<file path="src/rtl/core_pkg.sv">
// core_pkg -- shared constants for the 8085-compatible core sequencer.
// Holds the decoded-instruction bit positions, the ipin/oenb/opin index maps
// and the one-hot T-state encoding used by core_control.
package core_pkg;

   localparam int INSTSIZE  = 17;
   localparam int INST_GO6  = 0;   // M1 runs six T-states
   localparam int INST_DAD  = 1;   // extra cycles are bus-idle
   localparam int INST_HLT  = 2;   // halt after M1
   localparam int INST_DIO  = 3;   // data cycles go to I/O space
   localparam int INST_CYL  = 4;   // valid-cycle mask, bit4 = M2
   localparam int INST_CYH  = 7;
   localparam int INST_RWL  = 8;   // per-cycle direction, 1 = write
   localparam int INST_RWH  = 11;
   localparam int INST_CDL  = 12;  // per-cycle kind, 1 = data cycle
   localparam int INST_CDH  = 15;
   localparam int INST_CCC  = 16;  // conditional instruction

   localparam int IPIN_READY = 0;
   localparam int IPIN_HOLD  = 1;
   localparam int IPIN_CCOK  = 2;
   localparam int IPIN_COUNT = 3;

   localparam int OENB_ADDR  = 0;
   localparam int OENB_DATA  = 1;
   localparam int OENB_CTRL  = 2;
   localparam int OENB_COUNT = 3;

   localparam int OPIN_ALE   = 0;
   localparam int OPIN_RDN   = 1;
   localparam int OPIN_WRN   = 2;
   localparam int OPIN_IOM   = 3;
   localparam int OPIN_S0    = 4;
   localparam int OPIN_S1    = 5;
   localparam int OPIN_HLDA  = 6;
   localparam int OPIN_COUNT = 7;

   localparam int CS_TRST  = 0;
   localparam int CS_T1    = 1;
   localparam int CS_T2    = 2;
   localparam int CS_T3    = 3;
   localparam int CS_T4    = 4;
   localparam int CS_T5    = 5;
   localparam int CS_T6    = 6;
   localparam int CS_TWAIT = 7;
   localparam int CS_THALT = 8;
   localparam int CS_THOLD = 9;

   typedef enum logic [9:0] {
      ST_TRST  = 10'b1 << CS_TRST,
      ST_T1    = 10'b1 << CS_T1,
      ST_T2    = 10'b1 << CS_T2,
      ST_T3    = 10'b1 << CS_T3,
      ST_T4    = 10'b1 << CS_T4,
      ST_T5    = 10'b1 << CS_T5,
      ST_T6    = 10'b1 << CS_T6,
      ST_TWAIT = 10'b1 << CS_TWAIT,
      ST_THALT = 10'b1 << CS_THALT,
      ST_THOLD = 10'b1 << CS_THOLD
   } cstate_t;

endpackage

</file>
<file path="src/rtl/core_control_cycle_sel.sv">
// core_control_cycle_sel -- picks the next valid machine cycle.
// Ports:
//   mask_i  : valid-cycle mask, bit0 = M2 .. bit3 = M5
//   cur_i   : current cycle index (0 = M1, 1..4 = M2..M5)
//   next_o  : lowest valid cycle index above cur_i
//   valid_o : 1 when such a cycle exists
module core_control_cycle_sel (
   input  logic [3:0] mask_i,
   input  logic [2:0] cur_i,
   output logic [2:0] next_o,
   output logic       valid_o
);

   // Scan from the top so the lowest qualifying cycle is the one that sticks.
   always_comb begin
      next_o  = '0;
      valid_o = 1'b0;
      for (int i = 3; i >= 0; i--) begin
         if (mask_i[i] && (3'(i + 1) > cur_i)) begin
            next_o  = 3'(i + 1);
            valid_o = 1'b1;
         end
      end
   end

endmodule

</file>
<file path="src/rtl/core_control.sv">
// core_control -- T-state / machine-cycle sequencer of the 8085-compatible core.
// Ports:
//   clk  : core clock, rising edge
//   rst  : asynchronous active-low reset
//   inst : decoded instruction, valid from T2 of M1, latched at end of T3
//   ipin : READY, HOLD, condition-true
//   oenb : tristate enables (address, AD-as-output, control pins)
//   opin : ALE, RD_, WR_, IO/M, S0, S1, HLDA (all registered)
//
// state  | meaning
// TRST   | in reset
// T1     | address out, ALE high
// T2     | strobe asserted, READY/HOLD sampled
// TWAIT  | wait state while READY low
// T3     | data transfer, strobe released on exit
// T4..T6 | internal M1 states (T5/T6 only for six-state opcodes)
// THALT  | halted until reset
// THOLD  | bus released to external master, HLDA high
module core_control
   import core_pkg::*;
(
   input  logic                  clk,
   input  logic                  rst,
   input  logic [INSTSIZE-1:0]   inst,
   input  logic [IPIN_COUNT-1:0] ipin,
   output logic [OENB_COUNT-1:0] oenb,
   output logic [OPIN_COUNT-1:0] opin
);

   cstate_t               cstate_q, cstate_d, cstate;
   logic [2:0]            mcyc_q, mcyc_d;          // 0 = M1, 1..4 = M2..M5
   logic [INSTSIZE-1:0]   inst_q, inst_d;
   logic                  hold_q, hold_d;
   logic                  halt_pend_q, halt_pend_d;
   logic [OENB_COUNT-1:0] oenb_q, oenb_d;
   logic [OPIN_COUNT-1:0] opin_q, opin_d;

   logic [3:0] mask_lat, rw_lat, cd_lat;
   logic [2:0] sel_next;
   logic       sel_valid;
   logic       m1, dad_cur, xfer, hold_seen, halt_now, end_cyc;
   logic       dofirst, do_last;
   logic [1:0] cyc_idx_d;
   logic       m1_d, wr_d, io_d, dad_d, t1_d, xfer_d;

   assign cstate   = cstate_q;
   assign mask_lat = inst_q[INST_CYH:INST_CYL];
   assign rw_lat   = inst_q[INST_RWH:INST_RWL];
   assign cd_lat   = inst_q[INST_CDH:INST_CDL];

   core_control_cycle_sel u_cycle_sel (
      .mask_i  (mask_lat),
      .cur_i   (mcyc_q),
      .next_o  (sel_next),
      .valid_o (sel_valid)
   );

   assign m1        = (mcyc_q == 3'd0);
   assign dad_cur   = ~m1 & inst_q[INST_DAD];
   assign xfer      = (cstate inside {ST_T2, ST_TWAIT, ST_T3});
   assign hold_seen = hold_q | (xfer & ipin[IPIN_HOLD]);
   assign halt_now  = m1 & inst_q[INST_HLT];
   assign dofirst   = m1 & (mask_lat == 4'd0);
   // A failed condition in M1 makes M1 the last cycle, skipping the operands.
   assign do_last   = dofirst | ~sel_valid | (m1 & inst_q[INST_CCC] & ~ipin[IPIN_CCOK]);

   always_ff @(posedge clk or negedge rst) begin
      if (!rst) begin
         cstate_q    <= ST_TRST;
         mcyc_q      <= '0;
         inst_q      <= '0;
         hold_q      <= 1'b0;
         halt_pend_q <= 1'b0;
         oenb_q      <= '0;
         opin_q      <= 7'b000_0110;
      end else begin
         cstate_q    <= cstate_d;
         mcyc_q      <= mcyc_d;
         inst_q      <= inst_d;
         hold_q      <= hold_d;
         halt_pend_q <= halt_pend_d;
         oenb_q      <= oenb_d;
         opin_q      <= opin_d;
      end
   end

   always_comb begin
      cstate_d    = cstate;
      mcyc_d      = mcyc_q;
      inst_d      = inst_q;
      hold_d      = hold_q;
      halt_pend_d = halt_pend_q;
      end_cyc     = 1'b0;
      case (cstate)
         ST_TRST: begin
            cstate_d    = ST_T1;
            mcyc_d      = '0;
            hold_d      = 1'b0;
            halt_pend_d = 1'b0;
         end
         ST_T1:   cstate_d = ST_T2;
         ST_T2: begin
            hold_d = hold_seen;
            // Idle DAD cycles have no bus transfer to stretch.
            cstate_d = (dad_cur || ipin[IPIN_READY]) ? ST_T3 : ST_TWAIT;
         end
         ST_TWAIT: begin
            hold_d = hold_seen;
            if (ipin[IPIN_READY]) cstate_d = ST_T3;
         end
         ST_T3: begin
            hold_d = hold_seen;
            if (m1) begin
               inst_d   = inst;
               cstate_d = ST_T4;
            end else begin
               end_cyc = 1'b1;
            end
         end
         ST_T4: begin
            if (inst_q[INST_GO6]) cstate_d = ST_T5;
            else                  end_cyc  = 1'b1;
         end
         ST_T5:   cstate_d = ST_T6;
         ST_T6:   end_cyc  = 1'b1;
         ST_THOLD: begin
            if (!ipin[IPIN_HOLD]) cstate_d = halt_pend_q ? ST_THALT : ST_T1;
         end
         ST_THALT: cstate_d = ST_THALT;
         default:  cstate_d = ST_TRST;
      endcase
      // The follow-on cycle is decided here and parked in mcyc/halt_pend so
      // a hold can be inserted in front of it (hold wins over halt entry).
      if (end_cyc) begin
         halt_pend_d = halt_now;
         mcyc_d      = do_last ? 3'd0 : sel_next;
         if (hold_seen) begin
            cstate_d = ST_THOLD;
            hold_d   = 1'b0;
         end else begin
            cstate_d = halt_now ? ST_THALT : ST_T1;
         end
      end
   end

   // Outputs decode the next state so they leave the register aligned with cstate.
   always_comb begin
      cyc_idx_d = 2'(mcyc_d - 3'd1);
      m1_d      = (mcyc_d == 3'd0);
      wr_d      = ~m1_d & rw_lat[cyc_idx_d];
      io_d      = ~m1_d & inst_q[INST_DIO] & cd_lat[cyc_idx_d];
      dad_d     = ~m1_d & inst_q[INST_DAD];
      t1_d      = (cstate_d == ST_T1);
      xfer_d    = (cstate_d inside {ST_T2, ST_TWAIT, ST_T3});
      oenb_d    = '0;
      opin_d    = '0;
      opin_d[OPIN_RDN] = 1'b1;
      opin_d[OPIN_WRN] = 1'b1;
      case (cstate_d)
         ST_TRST:  oenb_d = '0;
         ST_THALT: oenb_d[OENB_CTRL] = 1'b1;
         ST_THOLD: opin_d[OPIN_HLDA] = 1'b1;
         default: begin
            oenb_d[OENB_CTRL] = 1'b1;
            if (!dad_d) begin
               oenb_d[OENB_ADDR] = 1'b1;
               oenb_d[OENB_DATA] = t1_d | (wr_d & xfer_d);
               opin_d[OPIN_ALE]  = t1_d;
               opin_d[OPIN_RDN]  = ~(~wr_d & xfer_d);
               opin_d[OPIN_WRN]  = ~(wr_d & xfer_d);
               opin_d[OPIN_IOM]  = io_d;
               opin_d[OPIN_S0]   = m1_d | wr_d;
               opin_d[OPIN_S1]   = m1_d | ~wr_d;
            end
         end
      endcase
   end

   assign oenb = oenb_q;
   assign opin = opin_q;

endmodule

</file>
<file path="config.mk">
export PLATFORM = sky130hd
export DESIGN_NAME = core_control
export DESIGN_NICKNAME = d
export VERILOG_FILES = /design/src/rtl/core_pkg.sv /design/src/rtl/core_control_cycle_sel.sv /design/src/rtl/core_control.sv
export SDC_FILE = /design/constraint.sdc
export NUM_CORES = 1
export LEC_CHECK = 0
export BUFFER_PORTS_ARGS = -buffer_cell sky130_fd_sc_hd__buf_2
export CORE_ASPECT_RATIO = 1.5
export CORE_UTILIZATION = 40
export CTS_CLUSTER_DIAMETER = 60
export DETAILED_ROUTE_END_ITERATION = 12
export GPL_TIMING_DRIVEN = 0
export PLACE_DENSITY = 0.6
export SYNTH_ARGS = -nofsm -noshare
export SYNTH_HDL_FRONTEND = slang
export SYNTH_SLANG_ARGS = --single-unit
</file>
<file path="constraint.sdc">
create_clock -name clk -period 4.2 [get_ports clk]
set_input_delay 0.42 -clock clk [delete_from_list [all_inputs] [get_ports clk]]
set_output_delay 0.42 -clock clk [all_outputs]
set_load 0.01 [all_outputs]
</file>
==> reports/results.ini, run 1 <==
[final_layout]
drive_above_1_share_pct = 23.3
num-nets-final = 297
area_growth_syn_to_layout_pct = 15.2
n_fill_cell = 526
fin_util_pct = 48.8
antenna_cells = 0
multi_input_area_um2 = 1040
layout.area.seq_um2 = 1050

[cts]
cts_buffer_depth = 2
htree_levels = 2
cts_sinks = 42
post_cts_buffers = 0
clk_pin_slew_ns = 0.09
cts_tree = built
cts_buffers = 5
hold_buffers = 0
cts_resized = 0
cts_root_buf = clkbuf_8
clock_latency_ns = 0.30

[logic_synthesis]
postSynthCellCount = 236
ys.warnings.count = 0
synth_top_area_cell = dfrtp_1
synthFlopType = dfrtp_1
syn_area_um2 = 2200
ys_seq_elements = 42
async_reset_ff_share_pct = 100
synth_area_per_cell_um2 = 9.34
synth_area_leaders = dfrtp_1 (44%), nand2_1 (9.4%), dfstp_2 (3.6%), nor2_1 (2.7%), inv_1 (2.6%)
synth_top_cell_area_share_pct = 44.3
syn-num-nets = 259
synth_edf_count = 0
ys_types = 49
ys_seq_area_share_pct = 47.8

[drt]
first_pass_iters = 4
vias = 1784
dr.first_iter.drc_count = 47
wirelength_um = 4500
ant_nets = 0
routedWlPerCell_um = 13.1
drc = 0
vias_per_cell = 5.20

[grt]
grt_pass1_vias = 1720
grt_max_degree = 43
antenna_found_initial = 0
overflow = 0
grt.total_usage_pct = 17.3
grt_pass1_wl_um = 7840

[setup_path]
arrival_ns = 3.38
crit_path_frequent_cell = and2_4
critPathRequiredTime_ns = 4.42
cp_num_buf_inv = 1
critPathCaptureType = flip-flop
crit_path_top_delay_cell = nor4b_1
cp_top_family = simple AND/OR/NAND/NOR gates
path_class = reg -> reg
critPathMaxStageDelay_ns = 0.55
cp_cell_sequence = clkbuf_1, nor4b_1, a31oi_1, nand3_1, and2_4, ha_1, a221o_1, and2_4, a211o_1
cp-start-kind = flip-flop
cp_max_fo = 9

[power]
ir_worst_vdd_uv = 311
p_switching_mw = 0.516
clock_power_share_pct = 19.8
power_density_nw_per_um2 = 532
cellLeakagePower_nw = 1.18
p_comb_share_pct = 38.1
p_seq_share_pct = 42.1
p_int_mw = 0.836
switching_share_pct = 38.2

[sta]
fmax_mhz = 317
max_slew_margin_pct = 39.1
tightest_slew_ns = 0.914
fin_ws_ns = 1.05
rsz0062_at_grt = no
period_share_pct = 75.0
hold_viol = 0
finalClockSkew_ns = 0.00837
setup_violations = 0
slew_viol_final = 0
min_period_ns = 3.15
finalSetupTns_ns = 0

[place]
gp_congestion = 0.798
preCtsSetupSlack_ns = 1.08
port_buffers = 31
dpl.hpwl_um = 3430

[floorplan]
core_um2 = 5200
dieArea_um2 = 5820
ioPinCount = 32
rows = 32
fp.dieH_um = 92.9
start_util_pct = 42.4
fp.dieW_um = 62.6

[job]
drv_cap = 0

[min_path]
hold_path.class = in -> async

[outcome]
status = complete, no violations

==> metrics by stage <==
stage               hold WS, ns  instance area (um^2)  std cells  total power [mW]
floorplan                 0.124                  2200        236             0.952
global placement          0.441                  2440        335              1.09
detailed placement        0.449                  2440        335              1.10
CTS                       0.274                  2540        343              1.37
global route              0.277                  2540        343              1.46
finish                    0.249                  2540        343              1.35
==> layout by cell type (no fill, tap or decap), types with 2 or more instances in the layout <==
cell	instances
o21a_1	2
nor4_4	2
nor4_1	4
o2111ai_2	2
nor3b_1	2
nand4_1	5
inv_1	15
dfstp_2	3
nor2_1	16
and2_4	2
nor2b_1	5
o2111ai_1	2
xor2_1	2
o21ai_0	10
nand2b_1	2
nor3_1	5
buf_2	32
and3_1	2
a21oi_1	6
a31oi_1	5
o2111a_1	2
mux2i_1	3
o211ai_1	2
dfrtp_1	39
clkbuf_1	6
nand2_1	55
or4_4	2
nor4b_1	3
nand3_1	8
and2b_2	2
or2_2	2
buf_6	2
clkbuf_8	5
==> flip-flops by register name, summed over array words and instances, names as in the netlist <==
signal and cells:
opin 7, mcyc_q 3, hold_q 1, oenb 3, inst_q 17, cstate 10, halt_pend_q 1
==> worst reg2reg max path, cell delays in order, from the launching register on <==
cell	delay [ns]
dfstp_2	0.52
clkbuf_1	0.34
nor4b_1	0.55
a31oi_1	0.17
nand3_1	0.20
and2_4	0.19
ha_1	0.27
a221o_1	0.41
and2_4	0.15
a211o_1	0.30
==> Yosys cell counts, types with 2 or more instances <==
cell	count
a31oi_1	5
a21oi_1	6
nor4_1	4
and2_4	2
dfrtp_1	39
and3_1	2
nor3b_1	2
xor2_1	2
buf_6	2
nand2b_1	2
nand2_1	55
o21a_1	2
o2111ai_2	2
nor4_4	2
clkbuf_1	6
or4_4	2
nand3_1	8
o21ai_0	10
or2_2	2
nor3_1	5
mux2i_1	3
nand4_1	5
nor4b_1	3
o2111a_1	2
inv_1	15
o2111ai_1	2
nor2_1	16
and2b_2	2
dfstp_2	3
nor2b_1	5
o211ai_1	2
==> power groups by stage <==
stage                     Combinational, mW  Clock [mW]  Sequential [mW]
final                                 0.515       0.268            0.569
after global routing                  0.587       0.294            0.583
after CTS                             0.522       0.279            0.571
after detailed placement              0.518           0            0.579
after global placement                0.514           0            0.576
after floorplan                       0.369           0            0.583
==> metal layers <==
metal  global-route usage, %  wire length, um  up-vias
met5                       0                0        -
met4                    8.14              141        0
met3                    2.71               91       10
met2                    31.6             2370       28
met1                    19.4             1890      840
li1                        -                -      906
==> kinds of logic (layout without fill, tap and decap cells) <==
| family | Yosys count | in the layout | share of synthesized area, % |
|---|---|---|---|
| AOI/OAI and AO/OA | 38 | 38 | 12.5 |
| DFF | 42 | 42 | 47.8 |
| and+or+nand+nor | 122 | 122 | 29.9 |
| adders and majority gates | 1 | 1 | 0.567 |
| xor gates and xnor gates | 3 | 3 | 1.19 |
| muxes | 5 | 5 | 2.89 |
| buffers and inverters | 25 | 64 | 5.16 |
==> layout make-up <==
class | count | area share [%]
flip-flops and latches | 42 | 41.5
clock inverters | 3 | 0.986
clock buffers | 5 | 2.71
repair buffers | 31 | 6.11
multi-input cells | 169 | 40.8
inverters | 15 | 2.22
plain buffers | 10 | 2.27
well taps | 68 | 3.35
==> path summary, 6_finish.rpt <==
kind / startpoint / to / slack, ns / depth (start not counted)
max: cstate[0] / opin[1] / 1.05 / 9
min: rst / inst_q[0] / 0.25 / 1
max reg2reg: cstate[0] / opin[1] / 1.05 / 9
min reg2reg: inst_q[16] / inst_q[16] / 0.46 / 2
max in group asynchronous: rst / opin[3] / 3.38 / 1
min in group clk: ipin[0] / cstate[7] / 0.28 / 2
No activity file was read; power rests on OpenSTA's default activity.
==> run 2: changes to the inputs <==
--- a/config.mk
+++ b/config.mk
@@ -5,13 +5,14 @@
 export SDC_FILE = /design/constraint.sdc
 export NUM_CORES = 1
 export LEC_CHECK = 0
+export ABC_AREA = 1
 export BUFFER_PORTS_ARGS = -buffer_cell sky130_fd_sc_hd__buf_2
 export CORE_ASPECT_RATIO = 1.5
 export CORE_UTILIZATION = 40
 export CTS_CLUSTER_DIAMETER = 60
 export DETAILED_ROUTE_END_ITERATION = 12
 export GPL_TIMING_DRIVEN = 0
-export PLACE_DENSITY = 0.6
+export PLACE_DENSITY = 0.63
 export SYNTH_ARGS = -nofsm -noshare
 export SYNTH_HDL_FRONTEND = slang
 export SYNTH_SLANG_ARGS = --single-unit
==> constraint.sdc (replaced) <==
create_clock -name clk -period 2.7 [get_ports clk]
set_input_delay 0.27 -clock clk [delete_from_list [all_inputs] [get_ports clk]]
set_output_delay 0.27 -clock clk [all_outputs]
set_load 0.01 [all_outputs]
==> run 2 against run 1 <==
Against the previous run:
- global-route usage rose by 1.0 points
- die area fell by 1.3%
- core utilization did not move
- final area did not move
- sequential power rose by 63%
- largest cell class unchanged
- critical path type unchanged
- synthesized cell count rose by 20%
- highest routed layer unchanged
- final cell count rose by 14%
==> reports/results.ini, run 2 <==
[outcome]
status = complete, no violations

[setup_path]
arrival_ns = 2.55
critPathCaptureType = flip-flop
cp_top_family = simple AND/OR/NAND/NOR gates
path_class = reg -> reg
cp_cell_sequence = nor3_4, inv_2, nand3_1, nand3_2, inv_1, nand2_1, o22ai_1, inv_1, ha_1, inv_1, nand3_1, nand2_1, nand2_1, nand2_1, inv_1
critPathRequiredTime_ns = 2.90
crit_path_top_delay_cell = dfrtp_1
cp_num_buf_inv = 5
critPathMaxStageDelay_ns = 0.44
cp-start-kind = flip-flop
cp_max_fo = 6

[cts]
htree_levels = 2
cts_buffers = 5
clk_pin_slew_ns = 0.08
hold_buffers = 0
clock_latency_ns = 0.29
cts_root_buf = clkbuf_8
cts_buffer_depth = 2
cts_tree = built
cts_sinks = 42

[sta]
rsz0062_at_grt = no
hold_viol = 0
finalClockSkew_ns = 0.00327
setup_violations = 0
fmax_mhz = 424
slew_viol_final = 0
tightest_slew_ns = 0.920
finalSetupTns_ns = 0
max_slew_margin_pct = 38.7
min_period_ns = 2.36
fin_ws_ns = 0.342
period_share_pct = 87.3

[power]
ir_worst_vdd_uv = 393
clock_power_share_pct = 18.7
p_switching_mw = 0.832
p_int_mw = 1.31
cellLeakagePower_nw = 1.40
p_comb_share_pct = 37.9
switching_share_pct = 38.9
p_total_mw = 2.14
p_seq_share_pct = 43.4
power_density_nw_per_um2 = 843

[drt]
dr.first_iter.drc_count = 61
drc = 0
ant_nets = 0
wirelength_um = 4720
first_pass_iters = 4
vias = 1918
vias_per_cell = 4.89
routedWlPerCell_um = 12.0

[grt]
overflow = 0
grt_pass1_wl_um = 8210
grtUsageMet3_pct = 3.08
grtUsageMet1_pct = 20.8
grt.total_usage_pct = 18.3
grt_pass1_vias = 1887
grt_max_degree = 43
antenna_found_initial = 0
grt_busiest_layer = met2
use_met2_pct = 32.6

[floorplan]
dieArea_um2 = 5740
fp.dieW_um = 62.2
ioPinCount = 32
fp.dieH_um = 92.3
start_util_pct = 41.8
rows = 32
core_um2 = 5200

[logic_synthesis]
synth_top_area_cell = dfrtp_1
postSynthCellCount = 283
syn_area_um2 = 2180
synthTopCellsByCount = nand2_1 (80), inv_1 (48), dfrtp_1 (39), nand3_1 (25), nor2_1 (24)
ys_seq_area_share_pct = 48.5
ys_seq_elements = 42
synth_top_cell_area_share_pct = 44.9
yosysMostFrequentCell = nand2_1
ys_types = 30
synthFlopType = dfrtp_1
ys.warnings.count = 0
async_reset_ff_share_pct = 100
synth_edf_count = 0
synth_area_per_cell_um2 = 7.69
syn-num-nets = 306
synth_area_leaders = dfrtp_1 (45%), nand2_1 (14%), inv_1 (8.3%), nand3_1 (5.8%), nor2_1 (4.1%)

[final_layout]
area_growth_syn_to_layout_pct = 16.7
final_cell_mix = nand2_1 (79), inv_1 (48), dfrtp_1 (39)
final_common_cell = nand2_1
antenna_cells = 0
fin_util_pct = 48.8
num-nets-final = 346
largest_register_ffs = 17
drive_above_1_share_pct = 21.9
fin_cells = 392
top_register = inst_q

[place]
preCtsSetupSlack_ns = 0.202
dpl.hpwl_um = 3590
port_buffers = 31
dp_cells = 382
gp_congestion = 0.861

[min_path]
hold_path.class = in -> async

[job]
drv_cap = 0

## run 2: cells by family after synthesis
family / synth area share, %
simple gates: 34.8
compound gates: 6.38
buf+inv: 9.72
fa+ha+maj: 0.575
flops: 48.5
## run 2: layer usage
layer  wire length [um]  vias to the layer above  part of all wire (%)
met5                  0                        -                     0
met4                171                        0                   3.6
met3                142                       14                   3.0
met2               2500                       43                    53
met1               1910                      892                    40
li1                   -                      969                     -
## run 2: through the flow
step | hold WS [ns] | cell area [um^2]
2_1_floorplan | -0.0256 | 2180
3_3_place_gp | 0.454 | 2420
3_5_place_dp | 0.453 | 2420
4_1_cts | 0.152 | 2500
5_1_grt | 0.180 | 2540
6_report | 0.107 | 2540
## run 2: layout make-up
class	instances	area [um^2]
multi-input combinational	185	931
timing repair buffer	33	170
inverter	53	199
sequential	42	1050
tap	68	85.1
clock inverter	2	13.8
clock buffer	6	72.6
buffer	3	12.5
fill	557	2670
## run 2: path summary, 6_finish.rpt
path / start / endpoint / slack, ns / cells after the start
min: rst / oenb[1] / 0.11 / 1
min in group clk: inst[3] / inst_q[3] / 0.17 / 3
min reg2reg: inst_q[14] / inst_q[14] / 0.47 / 2
max in group asynchronous: rst / inst_q[5] / 2.02 / 1
max reg2reg: mcyc_q[1] / opin[5] / 0.34 / 15
max: mcyc_q[1] / opin[5] / 0.34 / 15
## run 2: power groups by stage
stage	sequential (mW)	clock, mW	combinational, mW
5_1_grt	0.952	0.434	0.942
2_1_floorplan	0.944	0	0.572
4_1_cts	0.926	0.413	0.807
3_3_place_gp	0.935	0	0.790
6_report	0.928	0.400	0.812
3_5_place_dp	0.939	0	0.803
## run 2: worst reg2reg max path, cell delays in order, from the launching register on
cell and delay, ns:
dfrtp_1 0.44, nor3_4 0.32, inv_2 0.08, nand3_1 0.10
nand3_2 0.13, inv_1 0.12, nand2_1 0.07, o22ai_1 0.14
inv_1 0.06, ha_1 0.34, inv_1 0.07, nand3_1 0.10
nand2_1 0.12, nand2_1 0.08, nand2_1 0.07, inv_1 0.03
## run 2: timing repair
action,CTS,global route
gates resized for setup,0,5
setup endpoints to repair,0,5
buffers inserted,0,2
==> run 3: changes to the inputs <==
--- a/config.mk
+++ b/config.mk
@@ -7,12 +7,14 @@
 export LEC_CHECK = 0
 export ABC_AREA = 1
 export BUFFER_PORTS_ARGS = -buffer_cell sky130_fd_sc_hd__buf_2
+export CAP_MARGIN = 20
 export CORE_ASPECT_RATIO = 1.5
 export CORE_UTILIZATION = 40
 export CTS_CLUSTER_DIAMETER = 60
 export DETAILED_ROUTE_END_ITERATION = 12
 export GPL_TIMING_DRIVEN = 0
-export PLACE_DENSITY = 0.63
+export PLACE_DENSITY = 0.62
 export SYNTH_ARGS = -nofsm -noshare
 export SYNTH_HDL_FRONTEND = slang
+export SYNTH_HIERARCHICAL = 1
 export SYNTH_SLANG_ARGS = --single-unit
==> run 3 against run 2 <==
Against the previous run:
- clock-buffer cell count down 1
- via count is 2.5% higher
- critical path type unchanged
- sequential power grew 3.3%
- worst hold slack got worse by 0.014 ns
- largest power group unchanged
- area after synthesis increased by 9.8%
==> reports/results.ini, run 3 <==
[grt]
antenna_found_initial = 0
grt_max_degree = 43
grt_pass1_wl_um = 8450
grt_pass1_vias = 1905
overflow = 0
grt.total_usage_pct = 17.5

[setup_path]
rr_startpoint = mcyc_q[2]
cp_max_fo = 8
cp_cell_sequence = inv_1, nand3_1, inv_1, nand2_1, nand2_1, nor2_1, nand2_2, o21ai_4, inv_1, ha_1, inv_1, nand3_1, nand2_1, nor2_2, nand2_1, nand2_2
r2r_end = oenb[1]
path_class = reg -> reg
critPathRequiredTime_ns = 2.90
crit_path_top_delay_cell = dfrtp_1
path_depth = 16
cp_num_buf_inv = 4
setup.worst_path.end = oenb[1]
cp-start-kind = flip-flop
cp-startpoint = mcyc_q[2]
r2r_slack_ns = 0.30
critPathCaptureType = flip-flop
ff2ff_path_depth = 16
cp_top_family = simple AND/OR/NAND/NOR gates
critPathMaxStageDelay_ns = 0.51
arrival_ns = 2.60

[logic_synthesis]
syn-num-nets = 332
ys_seq_elements = 42
synth_top_area_cell = dfrtp_1
postSynthCellCount = 309
ys_seq_area_share_pct = 44.2
synthFlopType = dfrtp_1
synth_top_cell_area_share_pct = 40.9
syn_area_um2 = 2390
ys_types = 32
yosysMostFrequentCell = nand2_1
synth_edf_count = 0
async_reset_ff_share_pct = 100
synth_area_leaders = dfrtp_1 (41%), nand2_1 (16%), inv_1 (6.9%), nor2_1 (4.4%), dfstp_2 (3.3%)
ys.warnings.count = 6
synthTopCellsByCount = nand2_1 (102), inv_1 (44), dfrtp_1 (39), nor2_1 (28), nand3_1 (14)
synth_area_per_cell_um2 = 7.73

[drt]
routedWlPerCell_um = 11.4
first_pass_iters = 6
drc = 0
wirelength_um = 4800
dr.first_iter.drc_count = 46
ant_nets = 0
vias_per_cell = 4.68
vias = 1965

[cts]
cts_tree = built
htree_levels = 2
cts_resized = 0
cts_root_buf = clkbuf_8
post_cts_buffers = 0
cts_buffer_depth = 2
clk_pin_slew_ns = 0.09
hold_buffers = 0
clock_latency_ns = 0.30
cts_buffers = 5
cts_sinks = 42

[floorplan]
ioPinCount = 32
rows = 34
fp.dieW_um = 65.1
dieArea_um2 = 6290
core_um2 = 5790
start_util_pct = 41.3
fp.dieH_um = 96.6

[final_layout]
drive_above_1_share_pct = 26.1
area_growth_syn_to_layout_pct = 14.0
multi_input_area_um2 = 1120
antenna_cells = 0
final_cell_mix = nand2_1 (102), inv_1 (44), dfrtp_1 (39)
final_common_cell = nand2_1
num-nets-final = 370
n_fill_cell = 631
top_register = inst_q
layout.area.seq_um2 = 1050
design_area_um2 = 2720
largest_register_ffs = 17

[power]
cellLeakagePower_nw = 1.50
ir_worst_vdd_uv = 474
p_comb_share_pct = 39.5
switching_share_pct = 41.0
p_switching_mw = 0.931
clock_power_share_pct = 18.4
p_int_mw = 1.34
p_seq_share_pct = 42.2
power_density_nw_per_um2 = 835

[place]
dpl.hpwl_um = 3740
gp_congestion = 0.877
placed_area_um2 = 2630
port_buffers = 31

[min_path]
hold_path.class = in -> async

[job]
drv_cap = 0

[sta]
min_period_ns = 2.40
finalClockSkew_ns = 0.00604
setup_violations = 0
fin_hold_ws_ns = 0.0934
fmax_mhz = 416
period_share_pct = 88.9
tightest_slew_ns = 0.915
finalSetupTns_ns = 0
max_slew_margin_pct = 39.0
rsz0062_at_grt = no
slew_viol_final = 0
hold_viol = 0

[outcome]
status = complete, no violations

==> run 3: changes by cell type after synthesis, sizes merged, moves of 2 or more <==
| cell | previous run | this run |
|---|---|---|
| nand3 | 29 | 24 |
| a21oi | 2 | 10 |
| nor3 | 7 | 3 |
| o22ai | 2 | 0 |
| nand4 | 7 | 5 |
| nor2 | 28 | 40 |
| nor4 | 0 | 2 |
| nand2 | 85 | 114 |
| o21ai | 16 | 10 |
==> run 3: metal layers <==
metal / global-route usage [%] / share of wire, % / up-vias
li1: - / - / 1026
met1: 19.8 / 41 / 886
met2: 30.8 / 52 / 39
met3: 2.83 / 3.1 / 14
met4: 9.20 / 4.1 / 0
met5: 0 / 0 / -
==> run 3: final cells by class <==
type / instances / share of cell area [%]
Multi-Input combinational cell: 212 / 41.2
Sequential cell: 42 / 38.7
Inverter: 52 / 7.26
Timing Repair Buffer: 31 / 5.70
Tap cell: 72 / 3.31
Clock buffer: 5 / 2.53
Clock inverter: 3 / 0.781
Buffer: 3 / 0.505
==> run 3: kinds of logic after synthesis <==
logic type               count (synthesis)  synth area share, %
AO/OA/AOI/OAI                           22                 5.97
adder cells (fa/ha/maj)                  1                0.524
buffers and inverters                   55                 8.85
flip-flops                              42                 44.2
AND/OR/NAND/NOR                        189                 40.5
==> run 3: worst min-delay path by stage <==
stage / cells after the start / slack (ns) / end / from
after global placement: 1 / 0.45 / opin[5] / rst
after detailed placement: 1 / 0.46 / oenb[0] / rst
after CTS: 1 / 0.14 / oenb[0] / rst
final: 1 / 0.09 / cstate[9] / rst
after floorplan: 0 / -0.03 / cstate[1] / rst
after global routing: 3 / 0.16 / inst_q[10] / inst[10]
==> run 3: through the flow <==
stage / std cells / utilization (%) / setup WS [ns] / power (mW)
global route: 420 / 47.1 / 0.0512 / 2.48
global placement: 412 / 45.5 / 0.325 / 1.86
CTS: 420 / 47.1 / 0.293 / 2.30
floorplan: 309 / - / 0.638 / 1.65
finish: 420 / 47.1 / 0.299 / 2.27
detailed placement: 412 / 45.5 / 0.307 / 1.88
==> run 3: power by group through the flow <==
stage	registers (mW)	clock network, mW	logic, mW
final	0.959	0.418	0.898
after global routing	0.988	0.450	1.04
after CTS	0.961	0.432	0.911
after detailed placement	0.974	0	0.907
after global placement	0.969	0	0.893
after floorplan	0.968	0	0.682
